--- config.mk ---
export PLATFORM = sky130hd
export DESIGN_NAME = mouse_position_tracker
export DESIGN_NICKNAME = d
export VERILOG_FILES = /design/src/rtl/mouse_position_tracker.sv
export SDC_FILE = /design/constraint.sdc
export NUM_CORES = 1
export LEC_CHECK = 0
export CORE_MARGIN = 10
export CORE_UTILIZATION = 25
export CTS_CLUSTER_DIAMETER = 200
export DETAILED_ROUTE_END_ITERATION = 6
export PLACE_DENSITY_LB_ADDON = 0.15
export SLEW_MARGIN = 15
export SYNTH_ARGS = -nofsm -noshare
export SYNTH_HDL_FRONTEND = slang
export SYNTH_SLANG_ARGS = --single-unit
--- constraint.sdc ---
create_clock -name CLK -period 3.61 [get_ports CLK]
set_clock_uncertainty 0.05 [all_clocks]
set_input_delay 0.722 -clock CLK [delete_from_list [all_inputs] [get_ports CLK]]
set_output_delay 0.722 -clock CLK [all_outputs]
set_load 0.005 [all_outputs]
--- src/rtl/mouse_position_tracker.sv ---
// rtl/mouse_position_tracker.sv - PS/2 packet to clamped/wrapped X/Y/Z position accumulator
module mouse_position_tracker #(
  parameter int COORD_W    = 10,
  parameter int LIMIT_X    = 640,
  parameter int LIMIT_Y    = 480,
  parameter int LIMIT_Z    = 256,
  parameter int MODE_X     = 0,
  parameter int MODE_Y     = 0,
  parameter int MODE_Z     = 1,
  parameter int SENS_SHIFT = 0,
  parameter int INVERT_Y   = 0
) (
  input  logic               CLK,
  input  logic               RESET,
  input  logic               PKT_VALID,
  output logic               PKT_READY,
  input  logic [7:0]         STATUS_RAW,
  input  logic [7:0]         DX_RAW,
  input  logic [7:0]         DY_RAW,
  input  logic [7:0]         DZ_RAW,
  input  logic               CENTRE,
  output logic [3:0]         MOUSE_STATUS,
  output logic [COORD_W-1:0] MOUSE_X,
  output logic [COORD_W-1:0] MOUSE_Y,
  output logic [COORD_W-1:0] MOUSE_Z,
  output logic               POS_UPDATED
);

  // Deltas live in a signed word wide enough for a shifted 9-bit delta
  // plus a position, so the sum never truncates.
  localparam int DW = COORD_W + 6;
  typedef logic signed [DW-1:0] delta_t;

  localparam delta_t LIM_X    = delta_t'(LIMIT_X);
  localparam delta_t LIM_Y    = delta_t'(LIMIT_Y);
  localparam delta_t LIM_Z    = delta_t'(LIMIT_Z);
  localparam delta_t LIM_X_M1 = delta_t'(LIMIT_X - 1);
  localparam delta_t LIM_Y_M1 = delta_t'(LIMIT_Y - 1);
  localparam delta_t LIM_Z_M1 = delta_t'(LIMIT_Z - 1);

  localparam logic [COORD_W-1:0] HALF_X = COORD_W'(LIMIT_X / 2);
  localparam logic [COORD_W-1:0] HALF_Y = COORD_W'(LIMIT_Y / 2);
  localparam logic [COORD_W-1:0] HALF_Z = COORD_W'(LIMIT_Z / 2);

  typedef enum logic [1:0] {
    IDLE = 2'd0,
    EXT  = 2'd1,
    UPD  = 2'd2
  } state_t;

  state_t state_q, state_d;

  logic [7:0]         st_raw_q, dx_raw_q, dy_raw_q, dz_raw_q;
  delta_t             dx_q, dy_q, dz_q;
  logic [COORD_W-1:0] x_q, y_q, z_q;
  logic [3:0]         status_q;
  logic               upd_q;

  // Overflow forces full-scale magnitude; otherwise the sign bit extends the
  // low byte to 9 bits. Negation happens in the wide word so -(-256) fits.
  function automatic delta_t make_delta(input logic ovf, input logic sign,
                                        input logic [7:0] raw, input logic neg);
    logic signed [8:0] d9;
    delta_t            w;
    if (ovf) d9 = sign ? 9'sh100 : 9'sh0FF;
    else     d9 = {sign, raw};
    w = {{(DW-9){d9[8]}}, d9};
    if (neg) w = -w;
    return w <<< SENS_SHIFT;
  endfunction

  // One axis update; wrap mode pre-saturates the delta so a single
  // +/-LIMIT correction always lands back in range.
  function automatic logic [COORD_W-1:0] step_axis(input logic [COORD_W-1:0] pos,
                                                   input delta_t delta,
                                                   input delta_t lim,
                                                   input delta_t lim_m1,
                                                   input logic wrap);
    delta_t d, n;
    d = delta;
    if (wrap) begin
      if (d > lim_m1)        d = lim_m1;
      else if (d < -lim_m1)  d = -lim_m1;
    end
    n = $signed({{(DW-COORD_W){1'b0}}, pos}) + d;
    if (wrap) begin
      if (n[DW-1])         n = n + lim;
      else if (n > lim_m1) n = n - lim;
    end else begin
      if (n[DW-1])         n = '0;
      else if (n > lim_m1) n = lim_m1;
    end
    return n[COORD_W-1:0];
  endfunction

  assign PKT_READY = (state_q == IDLE) && !CENTRE;

  // State register; reset and recentre both return to IDLE.
  always_ff @(posedge CLK) begin
    if (RESET) state_q <= IDLE;
    else       state_q <= state_d;
  end

  // Next-state logic: accept, extract, commit, back to idle.
  always_comb begin
    state_d = state_q;
    if (CENTRE) begin
      state_d = IDLE;
    end else begin
      case (state_q)
        IDLE:    if (PKT_VALID) state_d = EXT;
        EXT:     state_d = UPD;
        UPD:     state_d = IDLE;
        default: state_d = IDLE;
      endcase
    end
  end

  // Datapath: capture raw bytes, form deltas, then commit all three axes.
  always_ff @(posedge CLK) begin
    if (RESET) begin
      st_raw_q <= '0;
      dx_raw_q <= '0;
      dy_raw_q <= '0;
      dz_raw_q <= '0;
      dx_q     <= '0;
      dy_q     <= '0;
      dz_q     <= '0;
      x_q      <= HALF_X;
      y_q      <= HALF_Y;
      z_q      <= HALF_Z;
      status_q <= '0;
      upd_q    <= 1'b0;
    end else if (CENTRE) begin
      x_q   <= HALF_X;
      y_q   <= HALF_Y;
      z_q   <= HALF_Z;
      upd_q <= 1'b0;
    end else begin
      upd_q <= 1'b0;
      case (state_q)
        IDLE: begin
          if (PKT_VALID) begin
            st_raw_q <= STATUS_RAW;
            dx_raw_q <= DX_RAW;
            dy_raw_q <= DY_RAW;
            dz_raw_q <= DZ_RAW;
          end
        end
        EXT: begin
          dx_q <= make_delta(st_raw_q[6], st_raw_q[4], dx_raw_q, 1'b0);
          dy_q <= make_delta(st_raw_q[7], st_raw_q[5], dy_raw_q, INVERT_Y != 0);
          dz_q <= make_delta(1'b0, dz_raw_q[7], dz_raw_q, 1'b0);
        end
        UPD: begin
          x_q      <= step_axis(x_q, dx_q, LIM_X, LIM_X_M1, MODE_X != 0);
          y_q      <= step_axis(y_q, dy_q, LIM_Y, LIM_Y_M1, MODE_Y != 0);
          z_q      <= step_axis(z_q, dz_q, LIM_Z, LIM_Z_M1, MODE_Z != 0);
          status_q <= st_raw_q[3:0];
          upd_q    <= 1'b1;
        end
        default: ;
      endcase
    end
  end

  assign MOUSE_X      = x_q;
  assign MOUSE_Y      = y_q;
  assign MOUSE_Z      = z_q;
  assign MOUSE_STATUS = status_q;
  assign POS_UPDATED  = upd_q;

endmodule

==> results of run 1 <==
-- state kept, by name, summed over array words and instances, names as in the netlist, 8 cells and up --
name	flops
st_raw_q	8
dz_q	8
dy_q	9
MOUSE_Y	10
MOUSE_Z	10
dz_raw_q	8
dx_q	9
MOUSE_X	10
dx_raw_q	8
dy_raw_q	8
-- worst max-delay path by stage --
stage	from	to	slack, ps
after floorplan	dz_q[7]	MOUSE_Z[9]	20
after global placement	dz_q[4]	MOUSE_Z[9]	-40
after detailed placement	dz_q[4]	MOUSE_Z[9]	-150
after CTS	dz_q[4]	MOUSE_Z[9]	60
after global routing	dz_q[1]	MOUSE_Z[9]	-60
final	dz_q[3]	MOUSE_Z[9]	100
-- through the flow --
| step | instance area [sq um] | cells |
|---|---|---|
| finish | 6754 | 1004 |
| floorplan | 5231 | 655 |
| detailed placement | 6309 | 985 |
| global route | 6754 | 1004 |
| global placement | 6309 | 985 |
| CTS | 6638 | 1001 |
-- where the power goes --
group | internal [uW] | leakage, uW | switching (uW)
clock network | 503 | 0.000145 | 455
logic | 93.0 | 0.00159 | 114
registers | 1070 | 0.000773 | 15.9
total | 1670 | 0.00251 | 585
-- cells in the final DEF (no fill, tap or decap), types with 4 or more instances in the layout --
cell type / netlist / layout
a211oi_1: 32 / 29
a21o_1: 11 / 11
a21oi_1: 103 / 102
a221oi_1: 4 / 4
and3_1: 6 / 6
buf_4: 0 / 23
clkbuf_16: 0 / 9
clkdlybuf4s50_1: 0 / 70
dfxtp_1: 95 / 90
dfxtp_2: 0 / 5
ha_1: 36 / 32
inv_1: 14 / 13
nand2_1: 121 / 120
nand3_1: 7 / 7
nor2_1: 46 / 44
nor2b_1: 7 / 7
nor3_1: 11 / 11
nor3b_1: 5 / 5
nor4_1: 4 / 4
o211ai_1: 6 / 6
o21a_1: 4 / 4
o21ai_0: 27 / 26
o41ai_1: 5 / 5
xnor2_1: 11 / 9
xor2_1: 7 / 7
-- cell families (layout without fill, tap and decap cells) --
family                   Yosys count  after routing  share of synthesized area (%)
AO/OA/AOI/OAI                    226            226                          27.63
AND/OR/NAND/NOR                  226            226                          18.97
flip-flops                        95             95                          36.35
buffers and inverters             47            126                          3.372
adder cells (fa/ha/maj)           39             39                          9.758
XOR/XNOR                          19             19                          3.325
multiplexers                       3              3                         0.5979
-- tightest hold or removal path, cell delays in order, from the launching register on --
cell     delay, ps
dfxtp_1        320
nand2_1         50
a21oi_1         50
-- layer usage --
layer | global-route usage, % | up-vias
met1 | 14.79 | 2250
met2 | 16.87 | 97
met5 | 0 | -
li1 | - | 2512
met3 | 2.539 | 21
met4 | 3.905 | 0
-- repair_timing --
| action | 4_1_cts | 5_1_grt |
|---|---|---|
| pin swaps | 3 | 18 |
| setup buffers | 0 | 3 |
| endpoints found under the setup margin | 2 | 2 |
| resized for setup | 8 | 23 |
-- cell type report --
class / instances / area (sq um)
tap: 270 / 337.8
clock buffer: 10 / 239.0
clock inverter: 6 / 58.81
inverter: 16 / 60.06
sequential: 95 / 1908
multi-input combinational: 513 / 3272
timing repair buffer: 94 / 878.3
fill: 2185 / 13680
==> impl_metrics.csv, run 1 <==
group,metric,value,unit
worst_hold_path,holdPathStages,2,
grt,grt_start_max_net_pins,66,
synth,ys_warn_count,0,
drt,vias_per_cell,4.861,
drt,wl_met1,7.489,mm
worst_setup_path,path_depth,17,
timing,fin_setup_tns,0,ps
floorplan,io_pins,72,
floorplan,die_h,164.7,um
worst_setup_path,worstPathCellList,"nand4_1 -> nor2_4 -> ha_4 -> xnor2_2 -> nor2_2 -> or2_4 -> ha_4 -> fa_2 -> a211oi_2 -> o211ai_1 -> nand2_1 -> xnor2_2 -> ha_2 -> inv_2 -> a211oi_2 -> o21ai_1 -> a31oi_1",
job,max_cap_viol_count,0,
drt,drt-initial-drc-count,250,
clocking,cts_buffers,9,
timing,rsz0062_at_grt,"true",
worst_hold_path,worstHoldPathType,"register to register",
worst_hold_path,hold_end,"dz_q[1]",
synth,synth_top_cell_by_area,"dfxtp_1",
worst_setup_path,arrival,3730,ps
clocking,clk_path_buf_depth,2,
clocking,cts_tree,"built",
worst_setup_path,rrSetupSlack,100,ps
worst_setup_path,start_kind,"register",
worst_setup_path,crit_slowest_cell,"fa_2",
drt,top_layer_used,"met4",
cells_and_area,drive_above_1_share,10.49,%
clocking,insertion_delay,350,ps
synth,ys_seq_area_share,36.35,%
worst_setup_path,reg2reg_from,"dz_q[3]",
worst_setup_path,cp-end-kind,"register",
grt,overflow,0,
cells_and_area,final_core_util,33.06,%
power,finalPower,2253,uW
grt,antenna_found_initial,0,
timing,fin_ws,104.4,ps
worst_setup_path,worstPathRequired,3840,ps
power,power.leakage,0.002511,uW
timing,min_period,3506,ps
worst_hold_path,min_from,"dz_raw_q[1]",
grt,grt_usage,11.01,%
worst_setup_path,r2r_end,"MOUSE_Z[9]",
floorplan,dieWidth,164.7,um
cells_and_area,antenna_cells,0,
cells_and_area,nets,804,
timing,finalHoldViolations,0,
worst_setup_path,r2r_cells,17,
clocking,cts_max_level,3,
drt,drc,0,
cells_and_area,area_growth,29.11,%
worst_setup_path,path_max_fanout,3,
clocking,path_clk_slew,70,ps
synth,synthTopCellsByCount,"121 x nand2_1, 103 x a21oi_1, 95 x dfxtp_1",
placement,dp_slack,-145.3,ps
timing,tightest_slew,672.0,ps
timing,setup-violations-final,0,
worst_setup_path,critPathMaxStageDelay,370,ps
synth,synth_nets,730,
power,peakVddDrop,208.7,uV
placement,hpwl,11.16,mm
synth,synth.avg_cell_area,7.987,sq um
status,outcome,"complete, no violations",
worst_setup_path,crit_type,"register to register",
synth,syn_area,5231,sq um
floorplan,initial_core_util,25.61,%
synth,synth_edf_count,0,
grt,grt_pass1_wl,24.35,mm
timing,fmax,285.3,MHz
floorplan,rows,52,
power,power.density,333.7,nW/um^2
drt,dr.pass1.iters,6,
floorplan,dieArea,27110,sq um
clocking,cts_sinks,95,
drt,via_count,4880,
drt,routedWlPerCell,14.93,um
synth,yosys_most_used_dff,"dfxtp_1",
drt,wl,14.99,mm
placement,routabilityCongestion,0.8552,
drt,route.antenna.remaining_nets,0,
clocking,hold_buffers,0,
floorplan,core-area,20430,sq um
worst_setup_path,crit_buf_inv,1,
synth,synth_top_area_share,36.35,%
timing,relSlewSlack,55.04,%
placement,numPortBuffers,71,
clocking,cts-root-buf,"clkbuf_16",
timing,period_share,97.11,%
timing,maxSlewViolCount,0,
drt,met3_length,581,um
synth,synth_cell_type_count,59,
synth,synth_most_common_cell,"nand2_1",
synth,yosys-top-cells-area,"dfxtp_1 36%, a21oi_1 9.9%, nand2_1 8.7%",
timing,holdWs,402.6,ps
drt,wl_met2,6.715,mm
worst_setup_path,crit_family,"adder cells",
synth,synthArstFlopShare,0,%
grt,grt_pass1_vias,4788,
synth,ys_seq_elements,95,
synth,synthCells,655,
(Power assumes the default switching activity.)
==> inputs of run 2 (changes only) <==
--- a/config.mk
+++ b/config.mk
@@ -5,7 +5,8 @@
 export SDC_FILE = /design/constraint.sdc
 export NUM_CORES = 1
 export LEC_CHECK = 0
-export CORE_MARGIN = 10
+export CAP_MARGIN = 25
+export CORE_MARGIN = 5
 export CORE_UTILIZATION = 25
 export CTS_CLUSTER_DIAMETER = 200
 export DETAILED_ROUTE_END_ITERATION = 6
==> impl_metrics.csv, run 2 (synthesized netlist as in run 1, its figures left out) <==
group,metric,value,unit
worst_setup_path,path_max_fanout,3,
worst_setup_path,start_kind,"register",
timing,tightest_slew,1029,ps
timing,period_share,96.70,%
placement,dpl-instance-area,6337,sq um
grt,overflow,0,
drt,drt-initial-drc-count,231,
drt,via_count,4843,
worst_setup_path,r2r_end,"MOUSE_Z[9]",
cells_and_area,regArea,1907,sq um
cells_and_area,final_cell_mix,"120 x nand2_1, 102 x a21oi_1, 91 x dfxtp_1, 70 x clkdlybuf4s50_1, 45 x nor2_1",
floorplan,die_h,154.7,um
floorplan,rows,53,
worst_setup_path,arrival,3720,ps
timing,min_period,3491,ps
clocking,hold_buffers,0,
cells_and_area,drive_above_1_share,9.878,%
cells_and_area,area_growth,28.94,%
drt,drc,0,
worst_hold_path,worstHoldPathType,"register to register",
timing,maxSlewViolCount,0,
grt,antenna_found_initial,0,
worst_setup_path,crit_buf_inv,0,
worst_setup_path,critPathMaxStageDelay,370,ps
cells_and_area,layout_commonest_cell,"nand2_1",
floorplan,dieWidth,154.7,um
worst_hold_path,min_from,"dz_raw_q[4]",
worst_hold_path,holdPathStages,2,
placement,hpwl,11.01,mm
cells_and_area,nets,809,
timing,fmax,286.5,MHz
cells_and_area,postLayoutCellArea,6745,sq um
placement,numPortBuffers,71,
clocking,cts_max_level,3,
clocking,cts_sinks,95,
timing,setup-violations-final,0,
timing,finalHoldViolations,0,
cells_and_area,fillers,2231,
worst_setup_path,reg2reg_from,"dz_q[0]",
clocking,cts-root-buf,"clkbuf_16",
job,max_cap_viol_count,0,
grt,grt_start_max_net_pins,66,
power,power.density,340.2,nW/um^2
cells_and_area,multi_input_area,3217,sq um
grt,grt_pass1_wl,23.98,mm
floorplan,io_pins,72,
worst_setup_path,worstPathRequired,3840,ps
status,outcome,"complete, no violations",
floorplan,core-area,20820,sq um
timing,rsz0062_at_grt,"true",
power,power.leakage,0.002538,uW
power,peakVddDrop,232.3,uV
worst_setup_path,critPathMostFrequentCell,"or2_4",
worst_setup_path,crit_type,"register to register",
clocking,insertion_delay,350,ps
grt,grt_usage,12.18,%
worst_setup_path,crit_family,"compound AO/OA/AOI/OAI gates",
floorplan,initial_core_util,25.12,%
drt,route.antenna.remaining_nets,0,
worst_setup_path,crit_slowest_cell,"fa_2",
timing,fin_ws,119.3,ps
clocking,path_clk_slew,70,ps
clocking,clk_path_buf_depth,2,
clocking,cts_buffers,9,
worst_hold_path,hold_end,"dz_raw_q[4]",
worst_setup_path,cp-end-kind,"register",
floorplan,dieArea,23920,sq um
drt,dr.pass1.iters,4,
clocking,cts_tree,"built",
drt,routedWlPerCell,14.58,um
worst_setup_path,rrSetupSlack,120,ps
drt,wl,14.78,mm
worst_setup_path,worstPathCellList,"nand4_1 -> nor2_2 -> ha_1 -> xnor2_1 -> nor2_1 -> or2_4 -> ha_4 -> fa_2 -> a211oi_2 -> o211ai_1 -> a311oi_2 -> or2_4 -> a21oi_1 -> a211o_1 -> a31oi_1",
worst_setup_path,r2r_cells,15,
placement,dp_slack,-161.0,ps
placement,routabilityCongestion,0.8198,
grt,grt_pass1_vias,4794,
timing,relSlewSlack,31.38,%
drt,vias_per_cell,4.776,
cells_and_area,antenna_cells,0,
==> run 2: changes by cell type in the layout (fill, tap and decap cells not counted), sizes merged <==
cell | before | now
clkinvlp | 1 | 0
inv | 17 | 18
clkinv | 4 | 3
buf | 24 | 29
bufinv | 0 | 1
==> run 2: area by class of cell <==
type / instances / share of cell area [%]
Clock buffer: 10 / 3.395
Clock inverter: 6 / 1.076
Inverter: 16 / 0.8904
Multi-Input combinational cell: 513 / 47.69
Sequential cell: 95 / 28.27
Tap cell: 275 / 5.101
Timing Repair Buffer: 99 / 13.58
==> run 2: how the worst max path moves through the flow <==
stage               cells after the start    endpoint  startpoint  slack (ps)
CTS                                    17  MOUSE_Z[9]     dz_q[7]           8
floorplan                              15  MOUSE_Z[9]     dz_q[7]          20
detailed placement                     15  MOUSE_Z[9]     dz_q[7]        -160
finish                                 15  MOUSE_Z[9]     dz_q[0]         120
global placement                       15  MOUSE_Z[9]     dz_q[7]         -50
global route                           17  MOUSE_Z[9]     dz_q[5]         -80
==> run 2: worst reg2reg max path, delay by kind of cell, from the launching register on <==
family                     cells  cell delay (ps)
adders and majority gates      3              790
AOI/OAI and AO/OA              6             1290
and+or+nand+nor                5              790
xor gates and xnor gates       1              190
DFF                            1              330
==> run 2: where the power goes <==
part	switching [uW]	total [uW]	internal [uW]	leakage (uW)
clock	449	998	550	0.000150
sequential	15.9	1090	1070	0.000772
combinational	114	208	94.0	0.00162
total	579	2290	1720	0.00254
==> run 2: metal layers <==
metal	wire, um	GRT usage, %	up-vias	part of all wire (%)
met2	6558	19.36	83	44
li1	-	-	2528	-
met3	524	2.518	17	3.5
met4	254	3.869	0	1.7
met5	0	0	-	0
met1	7447	16.58	2215	50
==> run 2: repair_timing <==
| action | 4_1_cts | 5_1_grt |
|---|---|---|
| resized for setup | 5 | 17 |
| setup buffers | 1 | 4 |
| endpoints found under the hold margin | 0 | 0 |
| gates cloned | 0 | 0 |
| setup endpoints to repair | 2 | 1 |
| pin swaps | 3 | 14 |
==> run 2: per-stage QoR <==
step	instances	util [%]	setup TNS (ps)	total power [uW]	hold slack, ps
floorplan	655	-	0	1235	382.1
global placement	993	30.44	-47.55	1320	395.3
detailed placement	993	30.44	-161.0	1323	396.9
CTS	1010	32.01	0	2322	408.8
global route	1014	32.39	-129.1	2395	427.5
finish	1014	32.39	0	2295	404.5
==> inputs of run 3 (changes only) <==
--- a/config.mk
+++ b/config.mk
@@ -11,7 +11,7 @@
 export CTS_CLUSTER_DIAMETER = 200
 export DETAILED_ROUTE_END_ITERATION = 6
 export PLACE_DENSITY_LB_ADDON = 0.15
-export SLEW_MARGIN = 15
+export SLEW_MARGIN = 40
 export SYNTH_ARGS = -nofsm -noshare
 export SYNTH_HDL_FRONTEND = slang
 export SYNTH_SLANG_ARGS = --single-unit
==> impl_metrics.csv, run 3 (synthesized netlist as in run 1, its figures left out) <==
group,metric,value,unit
drt,via_count,4850,
clocking,cts_sinks,95,
cells_and_area,drive_above_1_share,10.16,%
timing,maxSlewViolCount,0,
clocking,path_clk_slew,70,ps
power,peakVddDrop,197.8,uV
floorplan,dieWidth,154.7,um
worst_setup_path,cp-end-kind,"register",
timing,relSlewSlack,54.61,%
clocking,insertion_delay,350,ps
grt,grt_pass1_wl,23.94,mm
placement,place_inst,993,
cells_and_area,final_cell_mix,"121 x nand2_1, 102 x a21oi_1, 90 x dfxtp_1, 70 x clkdlybuf4s50_1, 45 x nor2_1",
worst_setup_path,crit_type,"register to register",
clocking,clk_path_buf_depth,2,
clocking,cts-root-buf,"clkbuf_16",
floorplan,die_h,154.7,um
worst_setup_path,critPathMostFrequentCell,"a211oi_2",
cells_and_area,area_growth,28.61,%
timing,period_share,96.57,%
drt,wl_met2,6.530,mm
drt,drt-initial-drc-count,283,
placement,numPortBuffers,71,
worst_setup_path,crit_slowest_cell,"fa_2",
power,power.density,330.0,nW/um^2
timing,finalHoldViolations,0,
grt,antenna_found_initial,0,
power,power.leakage,0.002519,uW
drt,met3_length,458,um
worst_setup_path,start_kind,"register",
grt,overflow,0,
worst_setup_path,arrival,3710,ps
timing,setup-violations-final,0,
status,outcome,"complete, no violations",
worst_setup_path,path_max_fanout,3,
cells_and_area,final_core_util,32.31,%
cells_and_area,antenna_cells,0,
placement,hpwl,10.95,mm
timing,tightest_slew,680.8,ps
grt,grt_start_max_net_pins,66,
drt,drc,0,
cells_and_area,fillers,2224,
cells_and_area,nets,808,
floorplan,dieArea,23920,sq um
worst_hold_path,worstHoldPathType,"register to register",
timing,min_period,3486,ps
drt,dr.pass1.iters,4,
clocking,cts_max_level,3,
worst_setup_path,worstPathRequired,3830,ps
drt,wl_met1,7.487,mm
clocking,cts_buffers,9,
cells_and_area,stdcell_count,1013,
drt,vias_per_cell,4.788,
worst_setup_path,critPathMaxStageDelay,370,ps
drt,route.antenna.remaining_nets,0,
drt,routedWlPerCell,14.54,um
grt,grt_usage,12.09,%
drt,top_layer_used,"met4",
timing,fmax,286.9,MHz
job,max_cap_viol_count,0,
placement,routabilityCongestion,0.8198,
floorplan,io_pins,72,
floorplan,core-area,20820,sq um
grt,grt_pass1_vias,4807,
cells_and_area,layout_commonest_cell,"nand2_1",
worst_setup_path,worstPathCellList,"nand4_1 -> nor2_2 -> ha_1 -> xnor2_1 -> nor2_1 -> or2_4 -> ha_4 -> fa_2 -> a211oi_2 -> o211ai_1 -> nand2_1 -> xnor2_2 -> ha_2 -> inv_2 -> a211oi_2 -> o21ai_1 -> a31oi_1",
floorplan,rows,53,
drt,wl,14.73,mm
floorplan,initial_core_util,25.12,%
clocking,cts_tree,"built",
clocking,hold_buffers,0,
==> run 3: final timing paths <==
check,from,endpoint,slack (ps),cells past startpoint
worst min-delay path,dz_raw_q[7],dz_q[7],400,2
worst max-delay path,dz_q[5],MOUSE_Z[9],120,17
worst max register to register,dz_q[5],MOUSE_Z[9],120,17
worst min register to register,dz_raw_q[7],dz_q[7],400,2
==> run 3: timing repair <==
item                                    CTS  global route
pin swaps                                 2            14
setup buffers                             1             3
endpoints found under the setup margin    2             2
resized for setup                         6            18
==> run 3: stage by stage <==
stage	instance area, sq um	worst slack [ps]	hold WS, ps	total power [uW]	TNS [ps]
2_1_floorplan	5231	19.78	382.1	1235	0
3_3_place_gp	6337	-47.55	395.3	1320	-47.55
3_5_place_dp	6340	-176.2	396.8	1322	-176.2
4_1_cts	6648	15.31	408.1	2253	0
5_1_grt	6728	-98.34	419.5	2328	-147.1
6_report	6728	124.0	400.7	2220	0
==> run 3: area by class of cell <==
cell class / instances / area (sq um) / share of cell area, %
Clock buffer: 10 / 229.0 / 3.403
Sequential cell: 95 / 1908 / 28.36
Inverter: 16 / 60.06 / 0.8927
Tap cell: 275 / 344.1 / 5.114
Multi-Input combinational cell: 513 / 3228 / 47.98
Clock inverter: 6 / 50.05 / 0.7439
Timing Repair Buffer: 98 / 908.4 / 13.50
==> run 3: critical path: cells and delay by family (launching register included) <==
kind | cells | cell delay (ps)
compound gates | 5 | 890
buf+inv | 1 | 50
simple gates | 5 | 720
flops | 1 | 330
fa+ha+maj | 4 | 1020
xor+xnor | 2 | 340
==> run 3: power by group <==
group          internal [uW]  switching (uW)
registers               1070            15.8
logic                   94.2             114
clock network            478             446
total                   1640             576
==> run 3: metal layers <==
layer,vias to the layer above,GRT usage [%]
met5,-,0
met4,0,3.785
met3,19,2.210
met2,96,19.07
met1,2212,16.77
li1,2523,-
